[src/rtl/dcache_mem_bridge.sv]
`default_nettype none
// ============================================================================
//  Module   : dcache_mem_bridge
//  Purpose  : Memory-side refill / write-back controller for the data cache.
//             On a miss it optionally writes the dirty victim line out as a
//             burst of BUS_WIDTH beats, then reads the missing line as a
//             burst, assembles it into one SET_WIDTH block and presents it
//             with a one-cycle block-write strobe.
//
//  Ports    : i_clk / i_arstn          clock, asynchronous active-low reset
//             i_miss, i_dirty          refill request and victim-dirty flag
//             i_addr, i_addr_wb        miss address, victim address
//             i_wb_block               victim line data
//             o_block, o_block_we      assembled refill line + strobe
//             o_busy                   controller not idle
//             o_mem_a*                 burst address channel (valid/ready)
//             o_mem_w*                 write beat channel (valid/ready/last)
//             i_mem_bvalid/o_mem_bready write response channel
//             i_mem_r*/o_mem_rready    read beat channel (valid/ready/last)
//             o_err                    sticky read-burst framing error
//
//  Options  : DCACHE_BRIDGE_RLAST_CHECK_EN -- when defined, every accepted
//             read beat's i_mem_rlast is checked against the beat position
//             and any disagreement sets the sticky o_err. When undefined,
//             i_mem_rlast is ignored and o_err is tied low.
//
//  Revision : 1.0  initial release
// ============================================================================
module dcache_mem_bridge #(
    parameter int SET_WIDTH  = 512,
    parameter int BUS_WIDTH  = 64,
    parameter int ADDR_WIDTH = 64
) (
    input  logic                  i_clk,
    input  logic                  i_arstn,

    input  logic                  i_miss,
    input  logic                  i_dirty,
    input  logic [ADDR_WIDTH-1:0] i_addr,
    input  logic [ADDR_WIDTH-1:0] i_addr_wb,
    input  logic [SET_WIDTH-1:0]  i_wb_block,
    output logic [SET_WIDTH-1:0]  o_block,
    output logic                  o_block_we,
    output logic                  o_busy,

    output logic                  o_mem_avalid,
    input  logic                  i_mem_aready,
    output logic [ADDR_WIDTH-1:0] o_mem_addr,
    output logic                  o_mem_we,

    output logic                  o_mem_wvalid,
    input  logic                  i_mem_wready,
    output logic [BUS_WIDTH-1:0]  o_mem_wdata,
    output logic                  o_mem_wlast,

    input  logic                  i_mem_bvalid,
    output logic                  o_mem_bready,

    input  logic                  i_mem_rvalid,
    output logic                  o_mem_rready,
    input  logic [BUS_WIDTH-1:0]  i_mem_rdata,
    input  logic                  i_mem_rlast,

    output logic                  o_err
);

    // SET_WIDTH is expected to be an integer multiple of BUS_WIDTH.
    localparam int c_beats    = SET_WIDTH / BUS_WIDTH;
    localparam int c_line_off = $clog2(SET_WIDTH / 8);
    localparam int c_cnt_w    = (c_beats > 1) ? $clog2(c_beats) : 1;
    localparam int c_tag_w    = ADDR_WIDTH - c_line_off;

    localparam logic [c_cnt_w-1:0] c_last_beat = c_cnt_w'(c_beats - 1);

    localparam logic [2:0] c_st_idle    = 3'd0;
    localparam logic [2:0] c_st_wb_addr = 3'd1;
    localparam logic [2:0] c_st_wb_data = 3'd2;
    localparam logic [2:0] c_st_wb_resp = 3'd3;
    localparam logic [2:0] c_st_rd_addr = 3'd4;
    localparam logic [2:0] c_st_rd_data = 3'd5;
    localparam logic [2:0] c_st_done    = 3'd6;

    // ------------------------------------------------------------------
    // State
    // ------------------------------------------------------------------
    logic [2:0]           state_q,    state_d;
    logic [c_cnt_w-1:0]   cnt_q,      cnt_d;
    // Only the line-number part of each address is kept; the offset bits
    // are always driven as zero on the bus.
    logic [c_tag_w-1:0]   addr_q,     addr_d;
    logic [c_tag_w-1:0]   addr_wb_q,  addr_wb_d;
    logic [SET_WIDTH-1:0] wb_block_q, wb_block_d;
    logic [SET_WIDTH-1:0] block_q,    block_d;

    logic                 w_last_beat;

    assign w_last_beat = (cnt_q == c_last_beat);

`ifdef DCACHE_BRIDGE_RLAST_CHECK_EN
    logic err_q, err_d;
`else
    logic w_unused_rlast;
    assign w_unused_rlast = i_mem_rlast;
`endif

    // Offset bits of the incoming addresses are intentionally discarded.
    logic w_unused_offsets;
    assign w_unused_offsets = &{1'b0, i_addr[c_line_off-1:0], i_addr_wb[c_line_off-1:0]};

    // ------------------------------------------------------------------
    // Next-state logic
    // ------------------------------------------------------------------
    always_comb begin
        state_d    = state_q;
        cnt_d      = cnt_q;
        addr_d     = addr_q;
        addr_wb_d  = addr_wb_q;
        wb_block_d = wb_block_q;
        block_d    = block_q;
`ifdef DCACHE_BRIDGE_RLAST_CHECK_EN
        err_d      = err_q;
`endif

        case (state_q)
            c_st_idle: begin
                if (i_miss) begin
                    addr_d     = i_addr[ADDR_WIDTH-1:c_line_off];
                    addr_wb_d  = i_addr_wb[ADDR_WIDTH-1:c_line_off];
                    wb_block_d = i_wb_block;
                    state_d    = i_dirty ? c_st_wb_addr : c_st_rd_addr;
                end
            end

            c_st_wb_addr: begin
                if (i_mem_aready) begin
                    state_d = c_st_wb_data;
                end
            end

            c_st_wb_data: begin
                if (i_mem_wready) begin
                    if (w_last_beat) begin
                        cnt_d   = '0;
                        state_d = c_st_wb_resp;
                    end else begin
                        cnt_d = cnt_q + 1'b1;
                    end
                end
            end

            c_st_wb_resp: begin
                if (i_mem_bvalid) begin
                    state_d = c_st_rd_addr;
                end
            end

            c_st_rd_addr: begin
                if (i_mem_aready) begin
                    state_d = c_st_rd_data;
                end
            end

            c_st_rd_data: begin
                if (i_mem_rvalid) begin
                    block_d[int'(cnt_q)*BUS_WIDTH +: BUS_WIDTH] = i_mem_rdata;
`ifdef DCACHE_BRIDGE_RLAST_CHECK_EN
                    // Early or missing rlast is flagged but never shortens
                    // or lengthens the burst: exactly c_beats are consumed.
                    if (i_mem_rlast != w_last_beat) begin
                        err_d = 1'b1;
                    end
`endif
                    if (w_last_beat) begin
                        cnt_d   = '0;
                        state_d = c_st_done;
                    end else begin
                        cnt_d = cnt_q + 1'b1;
                    end
                end
            end

            c_st_done: begin
                state_d = c_st_idle;
            end

            default: begin
                state_d = c_st_idle;
            end
        endcase
    end

    // ------------------------------------------------------------------
    // Registers
    // ------------------------------------------------------------------
    always_ff @(posedge i_clk or negedge i_arstn) begin
        if (!i_arstn) begin
            state_q    <= c_st_idle;
            cnt_q      <= '0;
            addr_q     <= '0;
            addr_wb_q  <= '0;
            wb_block_q <= '0;
            block_q    <= '0;
        end else begin
            state_q    <= state_d;
            cnt_q      <= cnt_d;
            addr_q     <= addr_d;
            addr_wb_q  <= addr_wb_d;
            wb_block_q <= wb_block_d;
            block_q    <= block_d;
        end
    end

`ifdef DCACHE_BRIDGE_RLAST_CHECK_EN
    always_ff @(posedge i_clk or negedge i_arstn) begin
        if (!i_arstn) begin
            err_q <= 1'b0;
        end else begin
            err_q <= err_d;
        end
    end
    assign o_err = err_q;
`else
    assign o_err = 1'b0;
`endif

    // ------------------------------------------------------------------
    // Outputs: all decoded from registered state, so every payload is
    // held stable for as long as its valid stays high.
    // ------------------------------------------------------------------
    assign o_busy       = (state_q != c_st_idle);
    assign o_mem_avalid = (state_q == c_st_wb_addr) || (state_q == c_st_rd_addr);
    assign o_mem_we     = (state_q == c_st_wb_addr);
    assign o_mem_addr   = (state_q == c_st_wb_addr) ? {addr_wb_q, {c_line_off{1'b0}}}
                                                    : {addr_q,    {c_line_off{1'b0}}};
    assign o_mem_wvalid = (state_q == c_st_wb_data);
    assign o_mem_wdata  = wb_block_q[int'(cnt_q)*BUS_WIDTH +: BUS_WIDTH];
    assign o_mem_wlast  = (state_q == c_st_wb_data) && w_last_beat;
    assign o_mem_bready = (state_q == c_st_wb_resp);
    assign o_mem_rready = (state_q == c_st_rd_data);
    assign o_block_we   = (state_q == c_st_done);
    assign o_block      = block_q;

endmodule
`default_nettype wire

[config.mk]
export PLATFORM = sky130hd
export DESIGN_NAME = dcache_mem_bridge
export DESIGN_NICKNAME = d
export VERILOG_FILES = /design/src/rtl/dcache_mem_bridge.sv
export SDC_FILE = /design/constraint.sdc
export NUM_CORES = 1
export LEC_CHECK = 0
export ABC_AREA = 1
export BUFFER_PORTS_ARGS = -buffer_cell sky130_fd_sc_hd__buf_2
export CORE_AREA = 2 2 523 525
export CTS_CLUSTER_SIZE = 12
export DETAILED_ROUTE_END_ITERATION = 12
export DIE_AREA = 0 0 525 527
export PLACE_DENSITY_LB_ADDON = 0.1
export SLEW_MARGIN = 20
export SYNTH_ARGS = -nofsm -noshare
export SYNTH_HDL_FRONTEND = slang
export SYNTH_SLANG_ARGS = --single-unit
[constraint.sdc]
create_clock -name i_clk -period 3.7 [get_ports i_clk]
set_clock_uncertainty 0.15 [all_clocks]
set_input_delay 0.74 -clock i_clk [delete_from_list [all_inputs] [get_ports i_clk]]
set_output_delay 0.74 -clock i_clk [all_outputs]
set_load 0.005 [all_outputs]
# ---- Word level (Yosys, flattened, before mapping)
# Index checks and enable logic that the tools add are counted.
dict set report classes {
  add_sub_neg 2
  eq_ne 15
  n_shift 3
  n_mux 16
  n_reduce_logical 9
}
# cell n
set ops {}
lappend ops {{512-bit bitwise mux} 1}
lappend ops {{64-bit by 33-bit variable shift with 512-bit output, first input constant} 1}
lappend ops {{512-bit by 10-bit indexed part select with 64-bit output} 1}
lappend ops {{64-bit by 33-bit indexed part select with 512-bit output} 1}
lappend ops {{64-bit 2-to-1 mux} 1}
lappend ops {{3-bit 2-to-1 mux} 12}
lappend ops {{9-bit negator with 33-bit output} 1}
lappend ops {{3-bit case mux with 6 select lines} 1}
lappend ops {{3-bit equality test, second input constant} 4}
lappend ops {{2-bit != test, second input constant} 5}
lappend ops {{8-bit AND reduction} 1}
lappend ops {{3-bit by 2-bit equality test with 1-bit output, second input constant} 2}
lappend ops {{2-bit by 1-bit != test with 1-bit output, second input constant} 3}
lappend ops {{3-bit case mux with 2 select lines} 1}
lappend ops {{2-bit AND reduction} 2}
lappend ops {{3-bit by 1-bit adder with 3-bit output, second input constant} 1}
lappend ops {{3-bit by 1-bit equality test with 1-bit output, second input constant} 1}
lappend ops {{3-bit zero test} 1}
lappend ops {{3-bit AND reduction} 1}
lappend ops {{3-bit nonzero test} 1}
lappend ops {{2-bit nonzero test} 1}
lappend ops {{1-bit logical AND} 1}
lappend ops {{1-bit logical OR} 1}
dict set report totals {
  register_bits 1146
  inputBits 713
  out_inout_bits 649
  word_cells 51
}

# ---- Longest topological paths before layout
# Gate-level depths: netlist of run 1.
dict set report logic_depth {
  depth_word 4
  depth_mapped 12
  mapped_depth_nobuf 9
}

# ---- Least setup slack after synthesis of run 1
# OpenSTA, ideal clock, no wires.
dict set report synth_timing {
  path_kind {register -> register}
  start {reg cnt_q[0]}
  end {reg block_q[20], in the netlist o_block[20]}
  setup_time_ns 0.066
  arrival_ns 2.512
  slack_ns 0.972
  path_stages_with_launch 13
  synth_period_minus_slack_ns 2.728
  path_cell_list {dfrtp_1 > inv_2 > clkbuf_1 > clkbuf_1 > ha_1 > ha_1 > inv_1 > nand3_1 > nor2_1 > buf_2 > buf_1 > nand3_1 > nand2_1}
}
dict set report synth_via {
  elab_chain_cells 3
  elab_cells_between_ends 4
  classes_between {add/sub: 1; shift: 2; mux: 1}
}
# item line
set synth_lines {}
lappend synth_lines {{start, declared} 87} ;# logic [c_cnt_w-1:0] cnt_q, cnt_d;
lappend synth_lines {{start signal, assigned} 205} ;# cnt_q <= cnt_d;
lappend synth_lines {{9-bit negator with 33-bit output (*)} 165} ;# block_d[int'(cnt_q)*BUS_WIDTH +: BUS_WIDTH] = i_mem_rdata;
lappend synth_lines {{64-bit by 33-bit indexed part select with 512-bit output or 64-bit by 33-bit variable shift with 512-bit output (tied branches)} 165}
lappend synth_lines {{512-bit bitwise mux (*)} 165}
lappend synth_lines {{end signal, assigned} 209} ;# block_q <= block_d;
lappend synth_lines {{end, declared} 93} ;# logic [SET_WIDTH-1:0] block_q, block_d;
# Mark *: on every way between the ends. The rest lies on a longest branch, timed or not.
# A chain may end at the register's enable or synchronous reset.

# ---- Worst setup path after layout of run 1
dict set report layout_timing {
  start {reg cnt_q[0]}
  end {out o_mem_wdata[60]}
}
dict set report layout_via {
  elab_chain_cells 1
}
# item line
set layout_lines {}
lappend layout_lines {{512-bit by 10-bit indexed part select with 64-bit output} 236} ;# assign o_mem_wdata = wb_block_q[int'(cnt_q)*BUS_WIDTH +: BUS_WIDTH];
lappend layout_lines {{end, declared} 53} ;# output logic [BUS_WIDTH-1:0] o_mem_wdata,
# Every way passes these cells.

==> flow_metrics.py, run 1 <==
metrics = {
    "synthesis": {
        "yosysWarnings": 0,
        "synth_edf_count": 0,
        "syn_avg_cell_area_um2": 9.901,
        "yosysSeqAreaShare_pct": 57.36,
        "ys_ff_latch": 1146,
        "synthCells": 5050,
        "synthesis.area_um2": 50000,
        "ys_async_sr_fraction_pct": 100.0,
        "synth.distinct_cells": 26,
        "synth-main-ff-cell": "dfrtp_1",
    },
    "layout": {
        "drive_gt1_share_pct": 34.25,
        "finalNonFillerCells": 10765,
        "post-route-util_pct": 27.25,
        "layout_common_cells": "buf_2, nand2_1, dfrtp_1",
        "final_common_cell": "buf_2",
        "nNetsFinal": 7711,
        "areaGrowthSynthToFinish_pct": 48.07,
    },
    "critical_path": {
        "endpoint_kind": "output port",
        "cp-start-kind": "flip-flop",
        "crit_arrival_ns": 2.72,
        "crit_type": "reg -> out",
        "worstPathRequired_ns": 2.81,
        "path_max_fanout": 27,
    },
    "cts": {
        "cts_tree": "done",
        "insertion_delay_ns": 0.81,
        "cts.clk_slew.worst_paths_ns": 0.05,
        "cts_sinks": 1146,
        "cts_buffers": 155,
        "clock-root-buffer": "clkbuf_16",
        "htree_num_levels": 4,
        "clk_path_buf_depth": 4,
    },
    "routing": {
        "routed_via_density": 4.189,
        "ant_nets": 0,
        "vias": 45098,
        "drc_errors": 0,
        "initialDrtViolationCount": 2094,
        "totalWireLength_um": 281900,
        "wl_per_cell_um": 26.19,
        "first_pass_iters": 5,
    },
    "power": {
        "vdd_drop_max_uv": 587.5,
        "p_leak_nw": 36.48,
        "powerDensity_nw_per_um2": 854.9,
    },
    "floorplanning": {
        "ios": 1362,
        "rows": 192,
        "die_area_um2": 276700,
        "core_area_um2": 271700,
        "start_util_pct": 18.40,
        "die_w_um": 525,
        "dieHeight_um": 527,
    },
    "timing": {
        "post-route-period-util_pct": 97.69,
        "setup_viol": 0,
        "hold_viol_final": 0,
        "maxSlewViolCount": 0,
        "tightest_slew_ns": 1.092,
        "rsz0062_at_grt": "yes",
        "slew_headroom_pct": 27.19,
        "fin_crit_ns": 3.615,
        "max_freq_ghz": 0.2767,
    },
    "place": {
        "dp_hpwl_um": 206500,
        "dp.cells": 9754,
        "place_congestion": 0.8210,
        "io_buffers": 1341,
    },
    "grt": {
        "antenna_found_initial": 133,
        "grt_pass1_vias": 47526,
        "grt_max_degree": 137,
        "grt_pass1_wl_um": 388800,
        "grt-ovfl-total": 0,
        "grt.total_usage_pct": 19.80,
    },
    "hold_path": {
        "hold_class": "in -> reg",
    },
    "flow_run": {
        "cap_violations": 0,
    },
    "status": {
        "status": "complete, no violations",
    },
}
[synth_stat cells (2+ instances only)]
cell type	n	area, um2
nand2_1	1314	4932
dfrtp_1	1146	28680
o21ai_0	715	3578
mux2_2	608	6847
nor2_1	494	1854
clkbuf_1	217	814.5
o22ai_1	128	800.8
nor3_1	96	480.5
buf_4	88	660.6
inv_1	80	300.3
buf_2	56	280.3
nand3_1	45	225.2
mux2_1	20	225.2
buf_1	14	52.55
ha_1	7	87.58
inv_2	5	18.77
nor2_4	3	33.78
nor2_8	3	60.06
clkinv_1	2	7.510
nand4_1	2	12.51
nor2_2	2	12.51
[critical path, cell delays in order, from the launching register on]
cell,delay [ns]
dfrtp_4,0.59
inv_16,0.19
buf_16,0.23
buf_8,0.23
nor2_1,0.07
o22ai_1,0.16
nand2_1,0.06
nand2_1,0.12
buf_2,0.17
[logic make-up after synthesis]
logic type,share of synthesized area [%]
buffers and inverters,4.292
AND/OR/NAND/NOR,15.26
AO/OA/AOI/OAI,8.769
flip-flops,57.36
multiplexers,14.14
other,0.007500
adder cells (fa/ha/maj),0.1752
[flip-flops by register name, summed over array words and instances, names as in the netlist]
signal      count
addr_q         58
addr_wb_q      58
cnt_q           3
o_block       512
state_q         3
wb_block_q    512
[cell type report]
class                      instances  area (um2)
antenna                           69       172.7
clock buffer                     236        4681
clock inverter                    37       524.3
fill                           29501      197700
inverter                          87       384.1
multi-input combinational       3447       19540
sequential                      1146       28690
tap                             3589        4491
timing repair buffer            2153       15530
timing repair inverter             1       20.02
[final timing paths]
kind	startpoint	endpoint	slack [ns]	depth (start not counted)
setup / recovery	cnt_q[0]	o_mem_wdata[60]	0.09	8
hold / removal	i_mem_rdata[10]	o_block[10]	0.09	3
min in group asynchronous	i_arstn	o_block[300]	0.44	2
max in group asynchronous	i_arstn	addr_q[32]	1.72	3
setup reg to reg	cnt_q[0]	o_block[208]	0.16	10
hold reg to reg	o_block[12]	o_block[12]	0.32	2
[where the power goes]
group / internal (mW) / leakage, nW / switching (mW)
clock: 9.47 / 2.55 / 6.30
combinational: 10.4 / 19.4 / 16.4
sequential: 17.7 / 14.5 / 2.90
[stage by stage]
step                      hold WS (ns)  cell area [um2]  setup WS, ns  total power, mW  TNS [ns]
after CTS                     0.003259            73690      -0.05849            64.66   -0.7065
after floorplan                 0.2944            50020        0.9717            32.91         0
after global routing           0.03048            73980      -0.05886            67.33   -0.7598
final                          0.08556            74040       0.08544            63.29         0
after detailed placement        0.3041            61340        0.2348            46.76         0
after global placement          0.3018            61340        0.2414            46.56         0
[timing repair]
action	4_1_cts	5_1_grt
cloned	9	3
endpoints found under the hold margin	699	0
hold buffers	652	0
endpoints found under the setup margin	106	51
pin swaps	2	5
gates resized for setup	93	17
setup buffers	2	3
[per-layer routing]
metal  wire length, um  part of all wire (%)  global-route usage [%]
met1            109700                    39                   22.24
met2            147000                    52                   36.69
met3             16410                   5.8                   5.035
met4              8123                   2.9                   5.372
met5               656                  0.23                       0
Power figures use the tool's default switching activity.
==> run 2: changes to the inputs <==
--- a/config.mk
+++ b/config.mk
@@ -7,10 +7,12 @@
 export LEC_CHECK = 0
 export ABC_AREA = 1
 export BUFFER_PORTS_ARGS = -buffer_cell sky130_fd_sc_hd__buf_2
-export CORE_AREA = 2 2 523 525
+export CAP_MARGIN = 40
+export CORE_AREA = 2 2 526 528
 export CTS_CLUSTER_SIZE = 12
 export DETAILED_ROUTE_END_ITERATION = 12
-export DIE_AREA = 0 0 525 527
+export DIE_AREA = 0 0 528 530
+export GPL_TIMING_DRIVEN = 0
 export PLACE_DENSITY_LB_ADDON = 0.1
 export SLEW_MARGIN = 20
 export SYNTH_ARGS = -nofsm -noshare
==> run 2 against run 1 <==
Against the previous run: the flow now finishes with violations (negative setup slack); fmax shrank 2.8%; total power grew 9.3%; largest power group unchanged; routed wire length grew 18%.
==> flow_metrics.py, run 2 (synthesis gave the netlist of run 1 again) <==
metrics = {
    "critical_path": {
        "crit_slowest_cell": "dfrtp_2",
        "critPathMaxStageDelay_ns": 0.37,
        "worstPathRequired_ns": 2.81,
        "endpoint_kind": "output port",
        "path_max_fanout": 8,
        "cp-start-kind": "flip-flop",
        "cpMostUsedCell": "buf_12",
        "path_cells": "buf_12, buf_12, buf_12, buf_16, buf_16, buf_12, nor2_2, o22ai_2, nand2_4, nand2_4, buf_2",
        "crit_type": "reg -> out",
        "crit_arrival_ns": 2.83,
    },
    "timing": {
        "slew_headroom_pct": 43.99,
        "hold_viol_final": 0,
        "hold_ws_ns": 0.06249,
        "rsz0062_at_grt": "yes",
        "tightest_slew_ns": 0.8402,
        "fin_ws_ns": -0.01706,
        "setup_viol": 1,
        "post-route-period-util_pct": 100.5,
        "maxSlewViolCount": 0,
        "max_freq_ghz": 0.2690,
        "tns_ns": -0.01706,
        "fin_crit_ns": 3.717,
    },
    "layout": {
        "nNetsFinal": 7982,
        "areaGrowthSynthToFinish_pct": 53.45,
        "drive_gt1_share_pct": 38.55,
        "final_common_cell": "buf_2",
        "layout_common_cells": "buf_2, nand2_1, dfrtp_1",
    },
    "cts": {
        "cts_tree": "done",
        "insertion_delay_ns": 0.85,
        "cts_buffers": 159,
        "htree_num_levels": 4,
        "clock-root-buffer": "clkbuf_16",
        "cts_sinks": 1146,
        "clk_path_buf_depth": 4,
        "cts.clk_slew.worst_paths_ns": 0.06,
    },
    "routing": {
        "drc_errors": 0,
        "vias": 47624,
        "totalWireLength_um": 333600,
        "first_pass_iters": 7,
        "wl_per_cell_um": 30.20,
        "ant_nets": 0,
        "initialDrtViolationCount": 2558,
        "routed_via_density": 4.310,
    },
    "grt": {
        "grt.total_usage_pct": 23.08,
        "grt_pass1_vias": 49404,
        "grt_max_degree": 120,
        "antenna_found_initial": 137,
        "grt-ovfl-total": 0,
        "grt_pass1_wl_um": 441700,
    },
    "status": {
        "violations": "negative setup slack",
        "status": "finished with violations",
    },
    "place": {
        "io_buffers": 1341,
        "dp_hpwl_um": 264100,
        "place_congestion": 0.8762,
    },
    "floorplanning": {
        "dieHeight_um": 530,
        "die_w_um": 528,
        "core_area_um2": 274800,
        "start_util_pct": 18.19,
        "die_area_um2": 279800,
        "ios": 1362,
        "rows": 193,
    },
    "power": {
        "fin_total_pwr_mw": 69.16,
        "p_leak_nw": 37.67,
        "vdd_drop_max_uv": 341.6,
        "powerDensity_nw_per_um2": 901.4,
    },
    "flow_run": {
        "cap_violations": 0,
    },
    "hold_path": {
        "hold_class": "in -> reg",
    },
}
## run 2: final cells by class
class	count	area, um2
Tap cell	3607	4513
Multi-Input combinational cell	3447	20820
Antenna cell	73	182.7
Fill cell	29809	198100
Inverter	87	341.6
Sequential cell	1146	28680
Buffer	369	2626
Clock buffer	237	4582
Timing Repair Buffer	2052	14500
Clock inverter	31	475.5
## run 2: routing by layer
layer	wire length (um)	GRT usage, %	vias to the layer above	share of wire, %
met1	128300	26.09	24111	38
met4	10560	6.782	102	3.2
met2	173800	42.68	1591	52
li1	-	-	21370	-
met5	598	0	-	0.18
met3	20350	5.369	450	6.1
## run 2: worst paths after layout
check	startpoint	endpoint	slack [ns]	depth (start not counted)
max in group asynchronous	i_arstn	wb_block_q[379]	0.55	7
max	cnt_q[0]	o_mem_wdata[61]	-0.02	11
min reg2reg	o_block[27]	o_block[27]	0.31	2
min in group asynchronous	i_arstn	o_block[417]	0.27	2
max reg2reg	cnt_q[0]	o_block[469]	0.11	13
min	i_wb_block[475]	wb_block_q[475]	0.06	2
## run 2: worst max-delay path: cells and delay by family (launching register included)
kind            cells  cell delay, ns
simple gates        3            0.30
flops               1            0.37
compound gates      1            0.29
buf+inv             7            1.00
## run 2: power by group
part	internal [mW]	switching, mW
clock network	9.16	6.41
logic	12.6	20.1
registers	17.7	3.16
## run 2: metrics by stage
step	utilization, %	instance area (um2)	instances	setup slack (ns)
after floorplan	-	50020	5056	0.9717
after CTS	27.59	75820	10966	-0.08228
after detailed placement	22.57	62030	10052	-2.074
after global routing	27.89	76650	11020	-0.1519
final	27.92	76720	11049	-0.01706
after global placement	22.29	61250	10004	-28.06
## run 2: timing repair
| action | in CTS | in global routing |
|---|---|---|
| hold buffers | 616 | 0 |
| pin swaps | 78 | 52 |
| setup endpoints to repair | 638 | 316 |
| gates cloned | 7 | 5 |
| endpoints found under the hold margin | 673 | 0 |
| resized for setup | 597 | 252 |
| setup buffers | 27 | 6 |
